==> config.mk <==
export PLATFORM = sky130hd
export DESIGN_NAME = pic_pc_stack
export DESIGN_NICKNAME = d
export VERILOG_FILES = /design/src/rtl/pic_pc_stack.sv
export SDC_FILE = /design/constraint.sdc
export NUM_CORES = 1
export LEC_CHECK = 0
export BUFFER_PORTS_ARGS = -buffer_cell sky130_fd_sc_hd__buf_2
export CORE_ASPECT_RATIO = 0.75
export CORE_MARGIN = 2
export CORE_UTILIZATION = 45
export DETAILED_ROUTE_END_ITERATION = 8
export PLACE_DENSITY = 0.63
export SETUP_SLACK_MARGIN = 0.02
export SLEW_MARGIN = 20
export SYNTH_ARGS = -nofsm -noshare
export SYNTH_HDL_FRONTEND = slang
export SYNTH_SLANG_ARGS = --single-unit
==> constraint.sdc <==
create_clock -name clk -period 7 [get_ports clk]
set_input_delay 0.35 -clock clk [delete_from_list [all_inputs] [get_ports clk]]
set_output_delay 0.35 -clock clk [all_outputs]
set_load 0.02 [all_outputs]
==> src/rtl/pic_pc_stack.sv <==
// pic_pc_stack: instruction-cycle phase generator, program counter and
// circular hardware return stack for the pic core. Every architectural
// update (counter, stack, depth, tos, sticky flags) happens on the commit edge.
// The commit edge is the last phase of an instruction cycle with hold low.
module pic_pc_stack #(
    parameter int PC_WIDTH    = 8,
    parameter int STACK_DEPTH = 8,
    parameter int PHASES      = 4
) (
    input  logic                             clk,
    input  logic                             reset,
    input  logic                             hold,
    input  logic [2:0]                       op,
    input  logic [PC_WIDTH-1:0]              target,
    output logic [PHASES-1:0]                phase,
    output logic                             cycle_end,
    output logic [PC_WIDTH-1:0]              counter,
    output logic [PC_WIDTH-1:0]              tos,
    output logic [$clog2(STACK_DEPTH+1)-1:0] depth,
    output logic                             stack_full,
    output logic                             stack_empty,
    output logic                             overflow,
    output logic                             underflow
);

    localparam int PTR_W   = $clog2(STACK_DEPTH);
    localparam int DEPTH_W = $clog2(STACK_DEPTH + 1);
    localparam logic [DEPTH_W-1:0] DEPTH_MAX = DEPTH_W'(STACK_DEPTH);

    localparam logic [2:0] OP_SKIP   = 3'b001;
    localparam logic [2:0] OP_GOTO   = 3'b010;
    localparam logic [2:0] OP_CALL   = 3'b011;
    localparam logic [2:0] OP_RETURN = 3'b100;

    // Phase ring
    logic [PHASES-1:0]   phase_reg;
    logic [PHASES-1:0]   phase_next;
    logic                commit;

    // Program counter and stack state
    logic [PC_WIDTH-1:0] counter_reg;
    logic [PC_WIDTH-1:0] counter_next;
    logic [PC_WIDTH-1:0] tos_reg;
    logic [PTR_W-1:0]    ptr_reg;
    logic [DEPTH_W-1:0]  depth_reg;
    logic                overflow_reg;
    logic                underflow_reg;
    logic [PC_WIDTH-1:0] stack_mem [STACK_DEPTH];

    // Decoded per-instruction actions
    logic                push;
    logic                pop;
    logic                ret_empty;
    logic [PC_WIDTH-1:0] push_data;
    logic [PTR_W-1:0]    below2_addr;

    // One-bit left rotation of the phase ring, wrapping the top bit to bit 0.
    genvar gi;
    generate
        for (gi = 0; gi < PHASES; gi++) begin : g_rot
            if (gi == 0) begin : g_wrap
                assign phase_next[gi] = phase_reg[PHASES-1];
            end else begin : g_shift
                assign phase_next[gi] = phase_reg[gi-1];
            end
        end
    endgenerate

    assign commit = phase_reg[PHASES-1] & ~hold;

    // Phase register: starts at phase[0], rotates every clock unless held.
    always_ff @(posedge clk) begin
        if (!reset) begin
            phase_reg <= {{(PHASES-1){1'b0}}, 1'b1};
        end else if (!hold) begin
            phase_reg <= phase_next;
        end
    end

    assign push_data   = counter_reg + PC_WIDTH'(1);
    assign below2_addr = ptr_reg - PTR_W'(2);

    // Opcode decode: next counter value and stack action for this instruction.
    always_comb begin
        counter_next = counter_reg + PC_WIDTH'(1);
        push         = 1'b0;
        pop          = 1'b0;
        ret_empty    = 1'b0;
        case (op)
            OP_SKIP: counter_next = counter_reg + PC_WIDTH'(2);
            OP_GOTO: counter_next = target;
            OP_CALL: begin
                push         = 1'b1;
                counter_next = target;
            end
            OP_RETURN: begin
                if (depth_reg == '0) begin
                    ret_empty    = 1'b1;
                    counter_next = '0;
                end else begin
                    pop          = 1'b1;
                    counter_next = tos_reg;
                end
            end
            default: counter_next = counter_reg + PC_WIDTH'(1);
        endcase
    end

    // Program counter: updated only on the commit edge.
    always_ff @(posedge clk) begin
        if (!reset) begin
            counter_reg <= '0;
        end else if (commit) begin
            counter_reg <= counter_next;
        end
    end

    // Stack pointer, depth and sticky error flags.
    // A push onto a full stack advances the pointer over the oldest entry
    // while depth saturates; a pop of an empty stack touches only underflow.
    always_ff @(posedge clk) begin
        if (!reset) begin
            ptr_reg       <= '0;
            depth_reg     <= '0;
            overflow_reg  <= 1'b0;
            underflow_reg <= 1'b0;
        end else if (commit) begin
            if (push) begin
                ptr_reg <= ptr_reg + PTR_W'(1);
                if (depth_reg == DEPTH_MAX) begin
                    overflow_reg <= 1'b1;
                end else begin
                    depth_reg <= depth_reg + DEPTH_W'(1);
                end
            end else if (pop) begin
                ptr_reg   <= ptr_reg - PTR_W'(1);
                depth_reg <= depth_reg - DEPTH_W'(1);
            end else if (ret_empty) begin
                underflow_reg <= 1'b1;
            end
        end
    end

    // Stack storage write: only on a committed CALL, never during reset.
    always_ff @(posedge clk) begin
        if (reset && commit && push) begin
            stack_mem[ptr_reg] <= push_data;
        end
    end

    // Registered top-of-stack. A push shows the new return address; a pop
    // reads the entry two below the current pointer, which becomes the new
    // top. This keeps the stack read synchronous and off the counter path.
    always_ff @(posedge clk) begin
        if (!reset) begin
            tos_reg <= '0;
        end else if (commit) begin
            if (push) begin
                tos_reg <= push_data;
            end else if (pop) begin
                if (depth_reg > DEPTH_W'(1)) begin
                    tos_reg <= stack_mem[below2_addr];
                end else begin
                    tos_reg <= '0;
                end
            end
        end
    end

    assign phase       = phase_reg;
    assign cycle_end   = phase_reg[PHASES-1];
    assign counter     = counter_reg;
    assign tos         = tos_reg;
    assign depth       = depth_reg;
    assign stack_full  = (depth_reg == DEPTH_MAX);
    assign stack_empty = (depth_reg == '0);
    assign overflow    = overflow_reg;
    assign underflow   = underflow_reg;

endmodule
Yosys cells after proc, flatten, opt, wreduce, memory -nomap -nowiden
Memories as Yosys holds them, arrays and structs flattened. Index checks and enable logic that the tools add are counted.

Output and inout bits: 29. Memories kept: 1. Flip-flop bits (word level): 29. Bits in writable memories: 64.

Order comparisons: 1. Bitwise logic cells: 4. Equality and inequality tests: 6. $add $sub $neg: 7. Reduce and logical (&&, ||, !) cells: 9. Muxes and demuxes: 17.

Memory list: stack_mem (depth 8, width 8, read ports 1, clocked after Yosys merged registers in 0, wr ports 1, line 48) `logic [PC_WIDTH-1:0] stack_mem [STACK_DEPTH];`.

Operator list (number): $mux 8 (4); $pmux 8 s3 (1); $mux 4 (3); $add 8x1->8 const B (1); $add 8x2->8 const B (1); $mux 1 (7); $eq 3x2->1 const B (2); $mux 3 (2); $reduce_and 3->1 (2); $add 4x1->4 const B (1); $eq 4x4->1 const B (1); $gt 4x1->1 const B (1); $logic_not 4->1 (1); $reduce_and 4->1 (1); $sub 4x1->4 const B (1); $add 3x1->3 const B (1); $eq 3x1->1 const B (1); $eq 3x3->1 const B (1); $not 1->1 (3); $sub 3x1->3 const B (1); $sub 3x2->3 const B (1); $logic_and 1x1->1 (2); $ne 2x2->1 const B (1); $reduce_and 2->1 (1); other kinds (3) (3).

Longest topological paths before layout
Gate-level depths: netlist (run 1).

Word-level depth: 6. Mapped depth: 9.

Worst setup path after synthesis (run 1)
OpenSTA, ideal clock, no wires.

Kind: register to register. Start: reg phase_reg[3], in the netlist phase[3]. End: mem stack_mem[0][0] (enable). Period minus slack after synthesis: 2318 ps. Data arrival time: 1935 ps. Setup slack: 4682 ps. Stages on the path, launching flop included: 5. Cell sequence: dfxtp_1 > nor2b_1 > clkbuf_1 > nand3_1 > nor3_1.

Longest elaborated chain between the ends: 5.

RTL lines: start, declared (line 36) `logic [PHASES-1:0] phase_reg;`; start signal, assigned (line 74) `phase_reg <= {{(PHASES-1){1'b0}}, 1'b1};`; start signal, assigned (line 76) `phase_reg <= phase_next;`; $and 1x1->1 (line 69) `assign commit = phase_reg[PHASES-1] & ~hold;`; $logic_and 1x1->1 (2 in a row) (line 146) `if (reset && commit && push) begin`; $mux 1 (line 146); $mux 1 (implied by the code) (line 147) `stack_mem[ptr_reg] <= push_data;`; end, declared (line 48).

No other way between the ends.

Final worst setup path (run 1)
Start: reg ptr_reg[1]. End: reg tos_reg[2], in the netlist tos[2].

Longest elaborated chain between the ends: 5.

RTL lines: start, declared (line 44) `logic [PTR_W-1:0] ptr_reg;`; start signal, assigned (line 129) `ptr_reg <= ptr_reg + PTR_W'(1);`; start signal, assigned (line 136) `ptr_reg <= ptr_reg - PTR_W'(1);`; $sub 3x2->3 (line 81) `assign below2_addr = ptr_reg - PTR_W'(2);`; $mem_v2 8x8; $mux 8 (line 161) `if (depth_reg > DEPTH_W'(1)) begin`; $mux 8 (line 160) `end else if (pop) begin`; $mux 8 (line 158) `if (push) begin`; end signal, assigned (line 159) `tos_reg <= push_data;`; end signal, assigned (line 162) `tos_reg <= stack_mem[below2_addr];`; end, declared (line 43) `logic [PC_WIDTH-1:0] tos_reg;`.

No other way between the ends. The select of a mux whose other input is x is not followed. A chain may end at the register's enable or synchronous reset.

==> results of run 1 <==
[kinds of logic after synthesis]
logic type / count (synthesis) / synth area share
XOR/XNOR: 18 / 0.0369
adder cells (fa/ha/maj): 10 / 0.0311
buffers and inverters: 33 / 0.0340
flip-flops: 93 / 0.586
AO/OA/AOI/OAI: 64 / 0.0976
multiplexers: 29 / 0.115
AND/OR/NAND/NOR: 84 / 0.0993
[per-stage QoR]
stage                     hold WS (ns)  setup WS (ns)  area, um2
after CTS                        0.298           4.27       4870
final                            0.313           4.52       4880
after floorplan                  0.489           4.68       4270
after global placement           0.469           4.36       4580
after global routing             0.318           4.33       4880
after detailed placement         0.484           4.29       4580
[cell usage after synthesis, drive strengths merged]
| master | instances | area share |
|---|---|---|
| o22ai | 2 | 0.0029 |
| nor2b | 8 | 0.012 |
| o221ai | 3 | 0.0062 |
| o211a | 2 | 0.0047 |
| xor2 | 6 | 0.012 |
| fa | 1 | 0.0047 |
| and2 | 4 | 0.0059 |
| o2bb2ai | 2 | 0.0041 |
| ha | 9 | 0.026 |
| o211ai | 2 | 0.0035 |
| nor3b | 2 | 0.0062 |
| o21a | 1 | 0.0018 |
| buf | 10 | 0.014 |
| o21ai | 16 | 0.021 |
| or3 | 1 | 0.0015 |
| a221oi | 4 | 0.0082 |
| dfxtp | 29 | 0.14 |
| nand3b | 1 | 0.0018 |
| nand4 | 3 | 0.0044 |
| nor4 | 1 | 0.0015 |
| o21bai | 1 | 0.0018 |
| a31oi | 3 | 0.0044 |
| nand2b | 4 | 0.0059 |
| clkbuf | 10 | 0.0088 |
| edfxtp | 64 | 0.45 |
| mux2 | 1 | 0.0026 |
| inv | 12 | 0.011 |
| and3b | 2 | 0.0044 |
| nand3 | 14 | 0.016 |
| mux2i | 12 | 0.028 |
| xnor2 | 12 | 0.025 |
| mux4 | 16 | 0.084 |
| nor3 | 4 | 0.0047 |
| a21boi | 4 | 0.0070 |
| nand2 | 10 | 0.0088 |
| a21oi | 18 | 0.021 |
| o31ai | 6 | 0.011 |
| nor2 | 30 | 0.026 |
| clkinv | 1 | 0.00088 |
[layer usage]
layer | vias up | global-route usage | share of wire
li1 | 1305 | - | -
met1 | 1408 | 0.301 | 0.48
met2 | 99 | 0.280 | 0.45
met3 | 8 | 0.0479 | 0.064
met4 | 0 | 0.0519 | 0.0089
met5 | - | 0 | 0
[report_power, final]
group          total, mW  switching (mW)  internal, mW  leakage (nW)
combinational     0.0370          0.0235        0.0135         0.785
clock              0.472           0.197         0.275         0.143
sequential         0.585         0.00204         0.583         0.707
[path summary, 6_finish.rpt]
| path | start | end | slack (ns) |
|---|---|---|---|
| max reg2reg | ptr_reg[1]$_SDFFE_PN0P_ | tos[2]$_SDFFE_PN0P_ | 4.52 |
| min | target[0] | counter[0]$_SDFFE_PN0P_ | 0.31 |
| min reg2reg | overflow$_SDFFE_PN0P_ | overflow$_SDFFE_PN0P_ | 0.51 |
| max | ptr_reg[1]$_SDFFE_PN0P_ | tos[2]$_SDFFE_PN0P_ | 4.52 |
[worst max-delay path, stage by stage (launching register included)]
cell,delay (ns)
dfxtp_1,1.02
inv_1,0.17
ha_1,0.61
mux2i_1,0.27
nor2_1,0.07
a21oi_1,0.14
a21oi_1,0.07
[layout make-up]
cell class / instances / share of cell area
multi-input cells: 205 / 0.336
well taps: 128 / 0.0328
flip-flops and latches: 93 / 0.513
repair buffers: 46 / 0.0492
clock buffers: 9 / 0.0461
inverters: 13 / 0.00999
clock inverters: 7 / 0.0133
==> out/metrics.csv, run 1 <==
metric,value,unit
outcome,"complete, no violations",
Reg2Reg Depth,6,
max-capacitance violation count,0,
Final Instance Count excl. Fillers,501,
Least-Margin Pin Slew,1.05,ns
power consumption,1.09,mW
GR Util All Layers,0.196,
Synth cell types,45,
Pins Over Slew Limit,0,
post-synthesis area per instance,12.9,um2
Clock Latency Late Sink,0.34,ns
Post-CTS Hold Fix Bufs,0,
Max Root-Sink Buffers,2,
kind of critical path,reg2reg,
HPWL Detailed,6510,um
area of the multi-input gates,1640,um2
Fmax,404,MHz
Ports,43,
synthesized flop and latch total,93,
Post-CTS Setup Bufs,0,
CTS buffer count,9,
DRC viols,0,
Final ANT Viol Nets,0,
initial antenna violation count,0,
Crit Path Max Fanout,21,
first-pass GRT wire length,14700,um
register area,2500,um2
DR iter-0 viols,293,
routed wire length,9510,um
register area share after synthesis,0.586,
Final setup viols,0,
Vias,2820,
ant diodes,0,
Final Hold Fails,0,
fin crit period,2.48,ns
DR pass1 iterations,4,
share of layout cells above drive strength 1,0.228,
core area,9120,um2
Die Ht,88.4,um
RD Place Congestion,0.864,
# rows,30,
DP Cell Count,485,
HP Class,in2reg,
Worst setup SP type,flip-flop,
most frequent cells in the layout,"edfxtp_1, buf_2, nor2_1, dfxtp_1, a21oi_1",
fill cell count,788,
die span in x,116,um
hold path cells,3,
unrepaired setup endpoints after global routing,false,
Syn Nets,355,
synth warn,0,
routed length per instance,19.0,um
clk slew on worst S/H paths,0.06,ns
DIE AREA,10300,um2
final core occ,0.535,
Setup TNS,0,ns
htree depth,3,
Final #Nets,392,
drt via density,5.63,
period utilization,0.354,
Initial Util,0.468,
pin count of the biggest net entering global routing,33,
worst path required time,7.21,ns
CTS tree,built,
"commonest non-fill, non-tap cell in the layout",edfxtp_1,
number of global-route vias before repair,2605,
CP Capture Type,flip-flop,
post-synth design cell area,4270,um2
skew final,0.00517,ns
critical path arrival,2.68,ns
Mapped Cells,331,
Layout area overhead,14.3,%
Clock Sinks,93,
maximum VDD drop,0.135,mV
PortBufs,42,
root buffer cell,clkbuf_16,
Congestion Overflow GR,0,
max reg flops,64,
Power Dens Cells,224,nW/um2
Relative slew margins,0.297,
LEAKAGE,1.64,nW
PostCTS Resize Cnt,0,
(Power assumes the default switching activity.)
==> run 2: changes to the inputs <==
--- a/config.mk
+++ b/config.mk
@@ -10,7 +10,7 @@
 export CORE_MARGIN = 2
 export CORE_UTILIZATION = 45
 export DETAILED_ROUTE_END_ITERATION = 8
-export PLACE_DENSITY = 0.63
+export PLACE_DENSITY = 0.65
 export SETUP_SLACK_MARGIN = 0.02
 export SLEW_MARGIN = 20
 export SYNTH_ARGS = -nofsm -noshare
==> constraint.sdc (replaced) <==
create_clock -name clk -period 2.2 [get_ports clk]
set_input_delay 0.11 -clock clk [delete_from_list [all_inputs] [get_ports clk]]
set_output_delay 0.11 -clock clk [all_outputs]
set_load 0.02 [all_outputs]
==> run 2 against run 1 <==
Against the previous run: flip-flop and latch count is the same; global-route usage about the same; sequential share of layout area fell by 2.0 points.
==> out/metrics.csv, run 2 (synthesized netlist as in run 1, its figures left out) <==
metric,value,unit,change
outcome,"complete, no violations",,unchanged
Internal,2.77,mW,was 0.871 mW
Fmax,510,MHz,was 404 MHz
crit path cell chain,inv_1 -> ha_1 -> nor3b_2 -> nor2b_1 -> buf_12 -> o21ai_4 -> or3_1 -> a21boi_1,,was inv_1 -> ha_1 -> mux2i_1 -> nor2_1 -> a21oi_1 -> a21oi_1
clock network fraction of total power,0.427,,was 0.431
Vias,2868,,"was 2,820"
Max Root-Sink Buffers,2,,unchanged
Met2 Wirelength,4180,um,was 4270 um
worst path required time,2.47,ns,was 7.21 ns
htree depth,3,,unchanged
critical path arrival,2.23,ns,was 2.68 ns
Bufs and invs on worst path,2,,was 1
CP Capture Type,flip-flop,,unchanged
Sw Ratio,0.202,,was 0.204
PortBufs,42,,unchanged
maximum VDD drop,0.465,mV,was 0.135 mV
clk slew on worst S/H paths,0.06,ns,about the same
kind of critical path,reg2reg,,unchanged
Least-Margin Pin Slew,0.543,ns,was 1.05 ns
unrepaired setup endpoints after global routing,false,,unchanged
DRC viols,0,,unchanged
ant diodes,0,,unchanged
period utilization,0.892,,was 0.354
# rows,30,,unchanged
Seq pwr share,0.537,,was 0.535
CP max-delay cell,dfxtp_1,,unchanged
Setup TNS,0,ns,unchanged
drt via density,5.46,,was 5.63
Layout area overhead,19.0,%,was 14.3%
DR iter-0 viols,253,,was 293
Post-CTS Hold Fix Bufs,0,,unchanged
routed length per instance,18.1,um,was 19.0 um
Top Family by Delay on Critical Path,simple AND/OR/NAND/NOR gates,,was flip-flops
Final Hold Fails,0,,unchanged
Power Dens Cells,682,nW/um2,was 224 nW/um2
share of layout cells above drive strength 1,0.270,,was 0.228
area of the multi-input gates,1630,um2,was 1640 um2
number of global-route vias before repair,2710,,"was 2,605"
Clock Latency Late Sink,0.34,ns,about the same
DR pass1 iterations,5,,was 4
Initial Util,0.468,,unchanged
Ports,43,,unchanged
Clock Sinks,93,,unchanged
LEAKAGE,1.76,nW,was 1.64 nW
Pins Over Slew Limit,0,,unchanged
Final ANT Viol Nets,0,,unchanged
fill cell count,775,,was 788
register area,2500,um2,unchanged
die span in x,116,um,unchanged
Die Ht,88.4,um,unchanged
placed cell area,4800,um2,was 4580 um2
Relative slew margins,0.635,,was 0.297
DIE AREA,10300,um2,unchanged
CTS tree,built,,unchanged
fin crit period,1.96,ns,was 2.48 ns
Met1 Wirelength,4860,um,was 4540 um
Worst setup SP type,flip-flop,,unchanged
HP Class,in2reg,,unchanged
HPWL Detailed,6830,um,was 6510 um
Worst path max stage delay,0.45,ns,was 1.02 ns
core area,9120,um2,unchanged
power consumption,3.47,mW,was 1.09 mW
max-capacitance violation count,0,,unchanged
"commonest non-fill, non-tap cell in the layout",edfxtp_1,,unchanged
root buffer cell,clkbuf_16,,unchanged
skew final,0.00469,ns,was 0.00517 ns
Psw,0.700,mW,was 0.223 mW
routed wl met3,405,um,was 613 um
Final setup viols,0,,unchanged
Max Used Layer,met4,,unchanged
CTS buffer count,9,,unchanged
Congestion Overflow GR,0,,unchanged
final core occ,0.557,,was 0.535
pin count of the biggest net entering global routing,28,,was 33
Fin Hold WS,0.0549,ns,was 0.313 ns
most frequent cells in the layout,"edfxtp_1, buf_2, nor2_1, dfxtp_1, buf_4",,"was edfxtp_1, buf_2, nor2_1, dfxtp_1, a21oi_1"
routed wire length,9520,um,was 9510 um
Crit Path Max Fanout,16,,was 21
RD Place Congestion,0.850,,was 0.864
Combinational Power Share,0.037,,was 0.034
initial antenna violation count,0,,unchanged
GR Util All Layers,0.196,,about the same
final instance area,5080,um2,was 4880 um2
Final #Nets,418,,was 392
first-pass GRT wire length,14800,um,"was 14,700 um"
max reg flops,64,,unchanged
[run 2: power groups by stage]
stage          clock network (mW)  logic, mW  registers [mW]
2_1_floorplan                   0     0.0719            1.90
3_3_place_gp                    0      0.124            1.90
3_5_place_dp                    0      0.125            1.90
4_1_cts                      1.51      0.126            1.86
5_1_grt                      1.58      0.139            1.86
6_report                     1.48      0.127            1.86
[run 2: layout make-up]
cell class | count | share of cell area
inverter | 13 | 0.00961
timing repair buffer | 72 | 0.0906
clock inverter | 5 | 0.0106
tap | 128 | 0.0315
multi-input combinational | 205 | 0.321
clock buffer | 9 | 0.0443
sequential | 93 | 0.493
[run 2: worst min-delay path: cells and delay by family]
family	cells	cell delay, ns
AND/OR/NAND/NOR	1	0.07
buffers and inverters	1	0.10
AO/OA/AOI/OAI	1	0.07
[run 2: path summary, 6_finish.rpt]
path                            slack (ns)                 endpoint  cells past startpoint              startpoint
worst min register to register        0.50   underflow$_SDFFE_PN0P_                      2  underflow$_SDFFE_PN0P_
worst max register to register        0.24  ptr_reg[2]$_SDFFE_PN0P_                      8   depth[0]$_SDFFE_PN0P_
worst min-delay path                  0.05  counter[0]$_SDFFE_PN0P_                      3               target[0]
worst max-delay path                  0.24  ptr_reg[2]$_SDFFE_PN0P_                      8   depth[0]$_SDFFE_PN0P_
[run 2: repair_timing]
action                     in CTS  in global routing
buffers inserted                0                  0
setup endpoints to repair       0                  5
gates resized for setup         0                  1
[run 2: metrics by stage]
step                setup slack (ns)  cells
floorplan                     -0.118    331
global placement               0.298    511
detailed placement             0.220    511
CTS                            0.189    525
global route                   0.133    525
finish                         0.238    525
[run 2: routing by layer]
layer / GRT usage / up-vias
met4: 0.0541 / 0
met5: 0 / -
met3: 0.0466 / 7
li1: - / 1356
met2: 0.277 / 71
met1: 0.303 / 1434
